[src/rtl/finder_pkg.sv]
// Shared definitions for the finder core and its input-side vector packer.
package finder_pkg;

  // Default geometry of the core; modules carry their own parameters too.
  localparam int FINDER_N            = 16;
  localparam int FINDER_WIDTH_VECTOR = 16;

  // One full vector as seen by the core: lane 0 holds the first sample.
  typedef logic [FINDER_WIDTH_VECTOR-1:0][FINDER_N-1:0] vector_t;

  // Packer states: FILL while samples can be taken, WAIT while a finished
  // vector is parked in the assembly register behind a full output stage.
  typedef enum logic {
    FILL = 1'b0,
    WAIT = 1'b1
  } state_t;

endpackage

[src/rtl/vector_packer_hold.sv]
// Single-entry output stage of the vector packer: holds one finished vector
// and presents it to the FIFO write port until the FIFO takes it.
module vector_packer_hold #(
  parameter int N            = 16,
  parameter int WIDTH_VECTOR = 16
) (
  input  logic                             clk,
  input  logic                             rst,
  input  logic                             load,
  input  logic [WIDTH_VECTOR-1:0][N-1:0]   load_data,
  input  logic                             load_pad,
  input  logic                             fifo_full,
  output logic [WIDTH_VECTOR-1:0][N-1:0]   hold_data,
  output logic                             hold_valid,
  output logic                             pad_flag,
  output logic                             winc
);

  logic hold_pad;

  // A write happens whenever something is held and the FIFO has room; reset
  // blocks it so a pending vector is dropped rather than written.
  assign winc     = hold_valid && !fifo_full && !rst;
  assign pad_flag = hold_valid && hold_pad;

  // Load has priority over drain so a vector closing in the draining cycle
  // replaces the outgoing one without a bubble.
  always_ff @(posedge clk) begin
    if (rst) begin
      hold_data  <= '0;
      hold_valid <= 1'b0;
      hold_pad   <= 1'b0;
    end else if (load) begin
      hold_data  <= load_data;
      hold_valid <= 1'b1;
      hold_pad   <= load_pad;
    end else if (winc) begin
      hold_valid <= 1'b0;
    end
  end

endmodule

[src/rtl/vector_packer.sv]
// Input-side packer: gathers WIDTH_VECTOR serial samples into one vector and
// writes it into the core's vector FIFO, honouring FIFO backpressure.
module vector_packer
  import finder_pkg::*;
#(
  parameter int             N            = 16,
  parameter int             WIDTH_VECTOR = 16,
  parameter logic [N-1:0]   PAD_VALUE    = '0,
  parameter int             CNT_W        = 16
) (
  input  logic                             clk,
  input  logic                             rst,
  input  logic [N-1:0]                     s_data,
  input  logic                             s_valid,
  output logic                             s_ready,
  input  logic                             s_last,
  input  logic                             fifo_full,
  output logic [WIDTH_VECTOR-1:0][N-1:0]   fifo_wdata,
  output logic                             fifo_winc,
  output logic [CNT_W-1:0]                 vec_count,
  output logic                             pad_flag
);

  localparam int IDX_W = (WIDTH_VECTOR > 1) ? $clog2(WIDTH_VECTOR) : 1;
  localparam logic [IDX_W-1:0] LAST_IDX = IDX_W'(WIDTH_VECTOR - 1);
  localparam logic [WIDTH_VECTOR-1:0][N-1:0] PAD_VEC = {WIDTH_VECTOR{PAD_VALUE}};

  state_t                          state;
  logic [IDX_W-1:0]                idx;
  logic [WIDTH_VECTOR-1:0][N-1:0]  asm_reg;
  logic                            asm_pad;

  logic                            accept;
  logic                            close;
  logic [WIDTH_VECTOR-1:0][N-1:0]  closed_vec;
  logic                            closed_pad;

  logic                            hold_load;
  logic [WIDTH_VECTOR-1:0][N-1:0]  hold_in;
  logic                            hold_in_pad;
  logic                            hold_valid;

  assign s_ready    = (state == FILL) && !rst;
  assign accept     = s_valid && s_ready;
  assign close      = accept && (s_last || (idx == LAST_IDX));
  assign closed_pad = (idx != LAST_IDX);

  // The vector as it would look if closed by the current sample: lanes below
  // idx keep what was assembled, lane idx takes s_data, lanes above get PAD.
  always_comb begin
    closed_vec = asm_reg;
    for (int l = 0; l < WIDTH_VECTOR; l++) begin
      if (IDX_W'(l) == idx) begin
        closed_vec[l] = s_data;
      end else if (IDX_W'(l) > idx) begin
        closed_vec[l] = PAD_VALUE;
      end
    end
  end

  // Decide what enters the output stage: a freshly closed vector when the
  // stage is free or draining, or the parked vector once the stage drains.
  always_comb begin
    hold_load   = 1'b0;
    hold_in     = closed_vec;
    hold_in_pad = closed_pad;
    if (state == FILL) begin
      if (close && (!hold_valid || fifo_winc)) begin
        hold_load = 1'b1;
      end
    end else begin
      if (fifo_winc) begin
        hold_load   = 1'b1;
        hold_in     = asm_reg;
        hold_in_pad = asm_pad;
      end
    end
  end

  // Lane writes, parking of a second vector, and the FILL/WAIT sequencing.
  always_ff @(posedge clk) begin
    if (rst) begin
      state     <= FILL;
      idx       <= '0;
      asm_reg   <= PAD_VEC;
      asm_pad   <= 1'b0;
      vec_count <= '0;
    end else begin
      if (fifo_winc) begin
        vec_count <= vec_count + CNT_W'(1);
      end
      unique case (state)
        FILL: begin
          if (accept) begin
            if (close) begin
              idx <= '0;
              if (hold_load) begin
                asm_reg <= PAD_VEC;
              end else begin
                asm_reg <= closed_vec;
                asm_pad <= closed_pad;
                state   <= WAIT;
              end
            end else begin
              asm_reg[idx] <= s_data;
              idx          <= idx + IDX_W'(1);
            end
          end
        end
        WAIT: begin
          if (fifo_winc) begin
            asm_reg <= PAD_VEC;
            asm_pad <= 1'b0;
            idx     <= '0;
            state   <= FILL;
          end
        end
        default: state <= FILL;
      endcase
    end
  end

  vector_packer_hold #(
    .N            (N),
    .WIDTH_VECTOR (WIDTH_VECTOR)
  ) u_hold (
    .clk        (clk),
    .rst        (rst),
    .load       (hold_load),
    .load_data  (hold_in),
    .load_pad   (hold_in_pad),
    .fifo_full  (fifo_full),
    .hold_data  (fifo_wdata),
    .hold_valid (hold_valid),
    .pad_flag   (pad_flag),
    .winc       (fifo_winc)
  );

endmodule

[config.mk]
export PLATFORM = sky130hd
export DESIGN_NAME = vector_packer
export DESIGN_NICKNAME = d
export VERILOG_FILES = /design/src/rtl/finder_pkg.sv /design/src/rtl/vector_packer_hold.sv /design/src/rtl/vector_packer.sv
export SDC_FILE = /design/constraint.sdc
export NUM_CORES = 1
export LEC_CHECK = 0
export ABC_AREA = 1
export CAP_MARGIN = 10
export CORE_MARGIN = 2
export CORE_UTILIZATION = 40
export DETAILED_ROUTE_END_ITERATION = 12
export HOLD_SLACK_MARGIN = 0.06
export MAX_ROUTING_LAYER = met4
export SLEW_MARGIN = 25
export SYNTH_ARGS = -nofsm -noshare
export SYNTH_HDL_FRONTEND = slang
export SYNTH_SLANG_ARGS = --single-unit
[constraint.sdc]
create_clock -name clk -period 4.7 [get_ports clk]
set_input_delay 0.94 -clock clk [delete_from_list [all_inputs] [get_ports clk]]
set_output_delay 0.94 -clock clk [all_outputs]
set_load 0.1 [all_outputs]
==> flow_metrics.py, run 1 <==
metrics = {
    "clocking": {
        "post_cts_resized": 0,
        "clock_latency_ns": 0.64,
        "clk_pin_slew_worst_paths_ns": 0.07,
        "cts_hold_buf": 0,
        "htreeDepth": 2,
        "postCtsSetupBuffers": 0,
        "cts_sinks": 536,
        "cts_tree": "built",
        "clockBufferDepth": 3,
        "ctsRootBufferMaster": "clkbuf_16",
        "cts_inserted_buffers": 61,
    },
    "power": {
        "p_leak_nw": 12.5,
        "power_frac_clock_pct": 43.8,
        "p_sw_share_pct": 30.3,
        "pwr-share-comb_pct": 14.6,
        "p_int_mw": 7.96,
        "seqPwrFrac_pct": 41.6,
        "peakVddDrop_v": 0.000267,
        "switchingPower_mw": 3.47,
        "power_density_mw_per_mm2": 350,
    },
    "detailed_routing": {
        "ant_nets": 0,
        "vias_per_cell": 5.54,
        "drc": 0,
        "vias": 29136,
        "routed_wl_um": 106000,
        "drtIter0Drc": 3082,
        "wl_per_cell_um": 20.1,
        "first_pass_iters": 6,
    },
    "grt": {
        "antenna_found_initial": 2,
        "grt_pass1_wl_um": 160000,
        "grt_pass1_vias": 26190,
        "grt_usage_pct": 29.7,
        "grt_max_degree": 143,
        "grt-ovfl-total": 0,
    },
    "synth": {
        "synth_seq_cells": 536,
        "synth_area_leaders": "dfxtp_1 39%, nand2_1 16%, a21oi_1 9.1%, o21ai_0 8.0%, nor2_1 6.3%",
        "syn-num-nets": 4271,
        "ys_warn_count": 0,
        "synth_top_area_share_pct": 39.2,
        "seq_area_frac_synth_pct": 39.2,
        "synth_cells": 4245,
        "yosysTopAreaCell": "dfxtp_1",
        "synthesis.area_sq_mm": 0.0273,
        "synth.avg_cell_area_sq_um": 6.44,
        "yosysUniqueCellTypes": 40,
    },
    "floorplan": {
        "fp.dieH_um": 265,
        "die_x_um": 265,
        "fp-row-count": 95,
        "design.core.area_sq_mm": 0.0674,
        "start_util_pct": 40.6,
        "die-area_sq_mm": 0.0705,
        "io_pins": 296,
    },
    "placement": {
        "placedInstanceArea_sq_mm": 0.0306,
        "globalplace.congestion": 0.886,
        "place_hpwl_um": 63400,
        "portBuffers": 295,
    },
    "layout": {
        "layout_commonest_cell": "nand2_1",
        "nets": 4364,
        "final_cell_mix": "1174 x nand2_1, 535 x dfxtp_1, 495 x a21oi_1",
        "final_area_sq_mm": 0.0327,
        "drive_above_1_share_pct": 5.81,
        "area_delta_synth_final_pct": 19.5,
        "diodes": 0,
    },
    "sta": {
        "finalCritPeriodShare_pct": 75.4,
        "clock_skew_ns": 0.0164,
        "finalHoldViolCount": 0,
        "setup_tns_ns": 0,
        "maxSlewHeadroom_pct": 27.2,
        "fmax_mhz": 282,
        "period_minus_slack_ns": 3.54,
        "setup_viol": 0,
        "drv_slew": 0,
        "rsz0062_at_grt": "false",
        "worst_pin_slew_ns": 1.09,
    },
    "worst_setup_path": {
        "worstPathCellList": "ha_1, nand3_2, buf_4, a21oi_2, nand2_1, nand2_1, nand2_1, nor2_1, nor2_1, nor2_1",
        "critPathMaxFanout": 18,
        "cp-start-kind": "flop",
        "cp_data_required_time_ns": 5.27,
        "path_class": "reg -> reg",
        "slowest_delay_ns": 0.73,
        "cp_slowest_cell": "a21oi_2",
        "arrival_ns": 4.11,
        "cp-end-kind": "flop",
    },
    "run_status": {
        "status": "completed",
    },
    "flow_run": {
        "maxCapViolCount": 0,
    },
    "min_path": {
        "hold_class": "reg -> reg",
    },
}
-- per-stage QoR --
stage / setup WS [ns] / power, mW / cells / hold slack [ns] / util (%)
after floorplan: 2.05 / 6.00 / 4245 / 0.439 / -
after global placement: 1.03 / 6.51 / 5148 / 0.448 / 45.4
after detailed placement: 0.942 / 6.51 / 5148 / 0.453 / 45.4
after CTS: 1.28 / 11.5 / 5260 / 0.462 / 48.5
after global routing: 0.995 / 11.7 / 5260 / 0.482 / 48.5
final: 1.16 / 11.4 / 5260 / 0.461 / 48.5
-- cell families (layout without fill, tap and decap cells) --
logic type	count (synthesis)	count (layout)	share of synthesized area, %
and+or+nand+nor	2011	2011	30.2
DFF	536	536	39.2
AOI/OAI and AO/OA	1113	1113	21.3
buffers and inverters	579	721	8.93
xor gates and xnor gates	1	1	0.0320
adders and majority gates	5	5	0.229
-- cells in the mapped netlist --
master and number:
nand2_1 1174, dfxtp_1 536, a21oi_1 496, nor2_1 461, o21ai_0 436, nand3_1 297, inv_1 222, clkbuf_1 176
buf_2 113, o22ai_1 81, a31oi_1 44, o211ai_1 23, buf_1 22, nor3_1 20, o21ai_1 15, inv_2 14
buf_4 13, nand2_2 13, nand3_2 11, nor2_2 9, nor2_4 9, buf_6 8, clkinv_1 8, nand2_4 8
a211oi_1 7, ha_1 5, a22oi_1 4, nand4_1 4, nor2_8 3, o211a_1 2, o21a_1 2, a21o_1 1
a21oi_2 1, buf_8 1, clkbuf_2 1, inv_6 1, nor3_2 1, o21bai_1 1, or2_2 1, xor2_1 1
-- layer usage --
layer | up-vias | track usage, % | wire, um
met1 | 13483 | 39.5 | 45300
met4 | 0 | 10.7 | 3920
met3 | 197 | 4.22 | 8710
li1 | 14160 | - | -
met5 | - | - | 0
met2 | 1296 | 45.8 | 47500
-- worst max-delay path: cells and delay by family, from the launching register on --
| family | cells | cell delay [ns] |
|---|---|---|
| simple gates | 7 | 1.26 |
| buf+inv | 1 | 0.29 |
| compound gates | 1 | 0.73 |
| flops | 1 | 0.61 |
| fa+ha+maj | 1 | 0.56 |
-- worst paths after layout --
path	startpoint	end	slack, ns	depth (start not counted)
max	idx[1]	asm_reg[110]	1.16	10
min reg2reg	asm_reg[246]	asm_reg[246]	0.46	2
max reg2reg	idx[1]	asm_reg[110]	1.16	10
min	asm_reg[246]	asm_reg[246]	0.46	2
-- power groups by stage --
stage               registers, mW  clock network, mW  logic [mW]
floorplan                    5.54                  0       0.457
global placement             4.86                  0        1.65
detailed placement           4.85                  0        1.65
CTS                          4.76               5.06        1.66
global route                 4.77               5.25        1.73
finish                       4.76               5.01        1.67
-- layout make-up --
cell class	instances	area [sq um]
clock inverters	24	254
flip-flops and latches	536	10700
fillers	6890	34700
well taps	873	1090
multi-input cells	3130	14200
inverters	245	933
clock buffers	88	1840
repair buffers	364	3600
Power figures use the tool's default switching activity.
==> inputs of run 2 (changes only) <==
==> constraint.sdc (replaced) <==
create_clock -name clk -period 3.3 [get_ports clk]
set_input_delay 0.66 -clock clk [delete_from_list [all_inputs] [get_ports clk]]
set_output_delay 0.66 -clock clk [all_outputs]
set_load 0.1 [all_outputs]
==> flow_metrics.py, run 2 (same netlist as run 1, synthesis figures left out) <==
metrics = {
    "run_status": {
        "status": "completed",
    },
    "grt": {
        "grt_max_degree": 102,
        "grt_pass1_wl_um": 162000,
        "grt-ovfl-total": 0,
        "grt_usage_pct": 30.0,
        "antenna_found_initial": 0,
        "grt_pass1_vias": 26440,
    },
    "flow_run": {
        "maxCapViolCount": 0,
    },
    "sta": {
        "clock_skew_ns": 0.0269,
        "period_minus_slack_ns": 2.85,
        "finalHoldViolCount": 0,
        "finalCritPeriodShare_pct": 86.4,
        "setup_viol": 0,
        "maxSlewHeadroom_pct": 29.6,
        "drv_slew": 0,
        "rsz0062_at_grt": "false",
        "fmax_mhz": 351,
        "setup_tns_ns": 0,
        "setup_ws_ns": 0.449,
        "worst_pin_slew_ns": 1.06,
    },
    "clocking": {
        "htreeDepth": 2,
        "cts_hold_buf": 0,
        "ctsRootBufferMaster": "clkbuf_16",
        "post_cts_resized": 0,
        "cts_sinks": 536,
        "clk_pin_slew_worst_paths_ns": 0.06,
        "cts_inserted_buffers": 59,
        "cts_tree": "built",
        "clockBufferDepth": 3,
        "clock_latency_ns": 0.64,
        "postCtsSetupBuffers": 0,
    },
    "placement": {
        "place_hpwl_um": 66900,
        "globalplace.congestion": 0.868,
        "pre_cts_slack_ns": 0.281,
        "portBuffers": 295,
        "placedInstanceArea_sq_mm": 0.0305,
    },
    "power": {
        "peakVddDrop_v": 0.000445,
        "power_density_mw_per_mm2": 491,
        "p_leak_nw": 13.3,
    },
    "detailed_routing": {
        "first_pass_iters": 6,
        "drtIter0Drc": 2909,
        "drc": 0,
        "highest-signal-layer": "met4",
        "wirelength_met1_um": 46800,
        "ant_nets": 0,
        "dr_wl_met3_um": 7950,
        "wl_per_cell_um": 20.1,
        "vias_per_cell": 5.51,
        "wl_met2_um": 47900,
        "vias": 29246,
        "routed_wl_um": 107000,
    },
    "layout": {
        "nets": 4421,
        "final_cell_mix": "1174 x nand2_1, 535 x dfxtp_1, 495 x a21oi_1",
        "n_fill_cell": 6980,
        "area_delta_synth_final_pct": 18.8,
        "diodes": 0,
        "drive_above_1_share_pct": 12.8,
        "final_area_sq_mm": 0.0325,
        "layout_commonest_cell": "nand2_1",
    },
    "worst_setup_path": {
        "cp-end-kind": "flop",
        "path_class": "reg -> reg",
        "cp-start-kind": "flop",
        "arrival_ns": 3.39,
        "critPathMaxFanout": 25,
        "cp_data_required_time_ns": 3.84,
    },
    "floorplan": {
        "die-area_sq_mm": 0.0705,
        "design.core.area_sq_mm": 0.0674,
        "fp.dieH_um": 265,
        "die_x_um": 265,
        "fp-row-count": 95,
        "io_pins": 296,
        "start_util_pct": 40.6,
    },
    "min_path": {
        "hold_class": "reg -> reg",
    },
}
==> run 2: changes by cell type in the layout (fill, tap and decap cells not counted) <==
cell / before / now
o21ai_1: 16 / 15
o21ai_0: 435 / 436
clkbuf_16: 63 / 61
inv_6: 2 / 1
clkinv_2: 17 / 10
bufinv_16: 5 / 3
buf_12: 12 / 26
clkbuf_8: 17 / 15
buf_2: 3 / 0
buf_4: 61 / 375
clkdlybuf4s50_1: 287 / 19
clkbuf_1: 8 / 14
buf_6: 1 / 3
clkinv_4: 0 / 1
==> run 2: power by group <==
part,switching [mW],total [mW],internal (mW),leakage [nW]
Clock,2.86,6.79,3.93,0.958
Combinational,1.92,2.39,0.468,7.95
Sequential,0.130,6.78,6.65,4.35
==> run 2: layout make-up <==
type	count	area (sq um)	area share, %
tap	873	1090	3.36
clock inverter	15	159	0.489
sequential	536	10700	33.0
timing repair buffer	423	3560	11.0
multi-input combinational	3130	14200	43.8
inverter	245	933	2.87
clock buffer	90	1790	5.50
==> run 2: critical path, stage by stage, from the launching register on <==
cell	delay [ns]
dfxtp_2	0.78
nand2_1	0.39
nor2_1	0.69
buf_4	0.30
nand2_1	0.07
nand2_1	0.07
o21ai_0	0.20
a211oi_1	0.24
==> run 2: worst paths after layout <==
| check | start | end | slack [ns] | cells past startpoint |
|---|---|---|---|---|
| max reg2reg | idx[3] | u_hold.hold_data[255] | 0.45 | 7 |
| min reg2reg | vec_count[7] | vec_count[7] | 0.46 | 2 |
| max | idx[3] | u_hold.hold_data[255] | 0.45 | 7 |
| min | vec_count[7] | vec_count[7] | 0.46 | 2 |
==> run 2: per-stage QoR <==
| step | util [%] | hold slack (ns) | std cells | power (mW) |
|---|---|---|---|---|
| floorplan | - | 0.439 | 4245 | 8.55 |
| global placement | 45.3 | 0.449 | 5207 | 9.29 |
| detailed placement | 45.3 | 0.455 | 5207 | 9.29 |
| CTS | 48.2 | 0.436 | 5312 | 16.0 |
| global route | 48.2 | 0.474 | 5312 | 16.4 |
| finish | 48.2 | 0.460 | 5312 | 16.0 |
==> run 2: layer usage <==
metal  up-vias  global-route usage (%)
met2      1144                    45.8
met4         0                    11.2
met3       187                    3.93
li1      14251                       -
met5         -                       -
met1     13664                    40.5
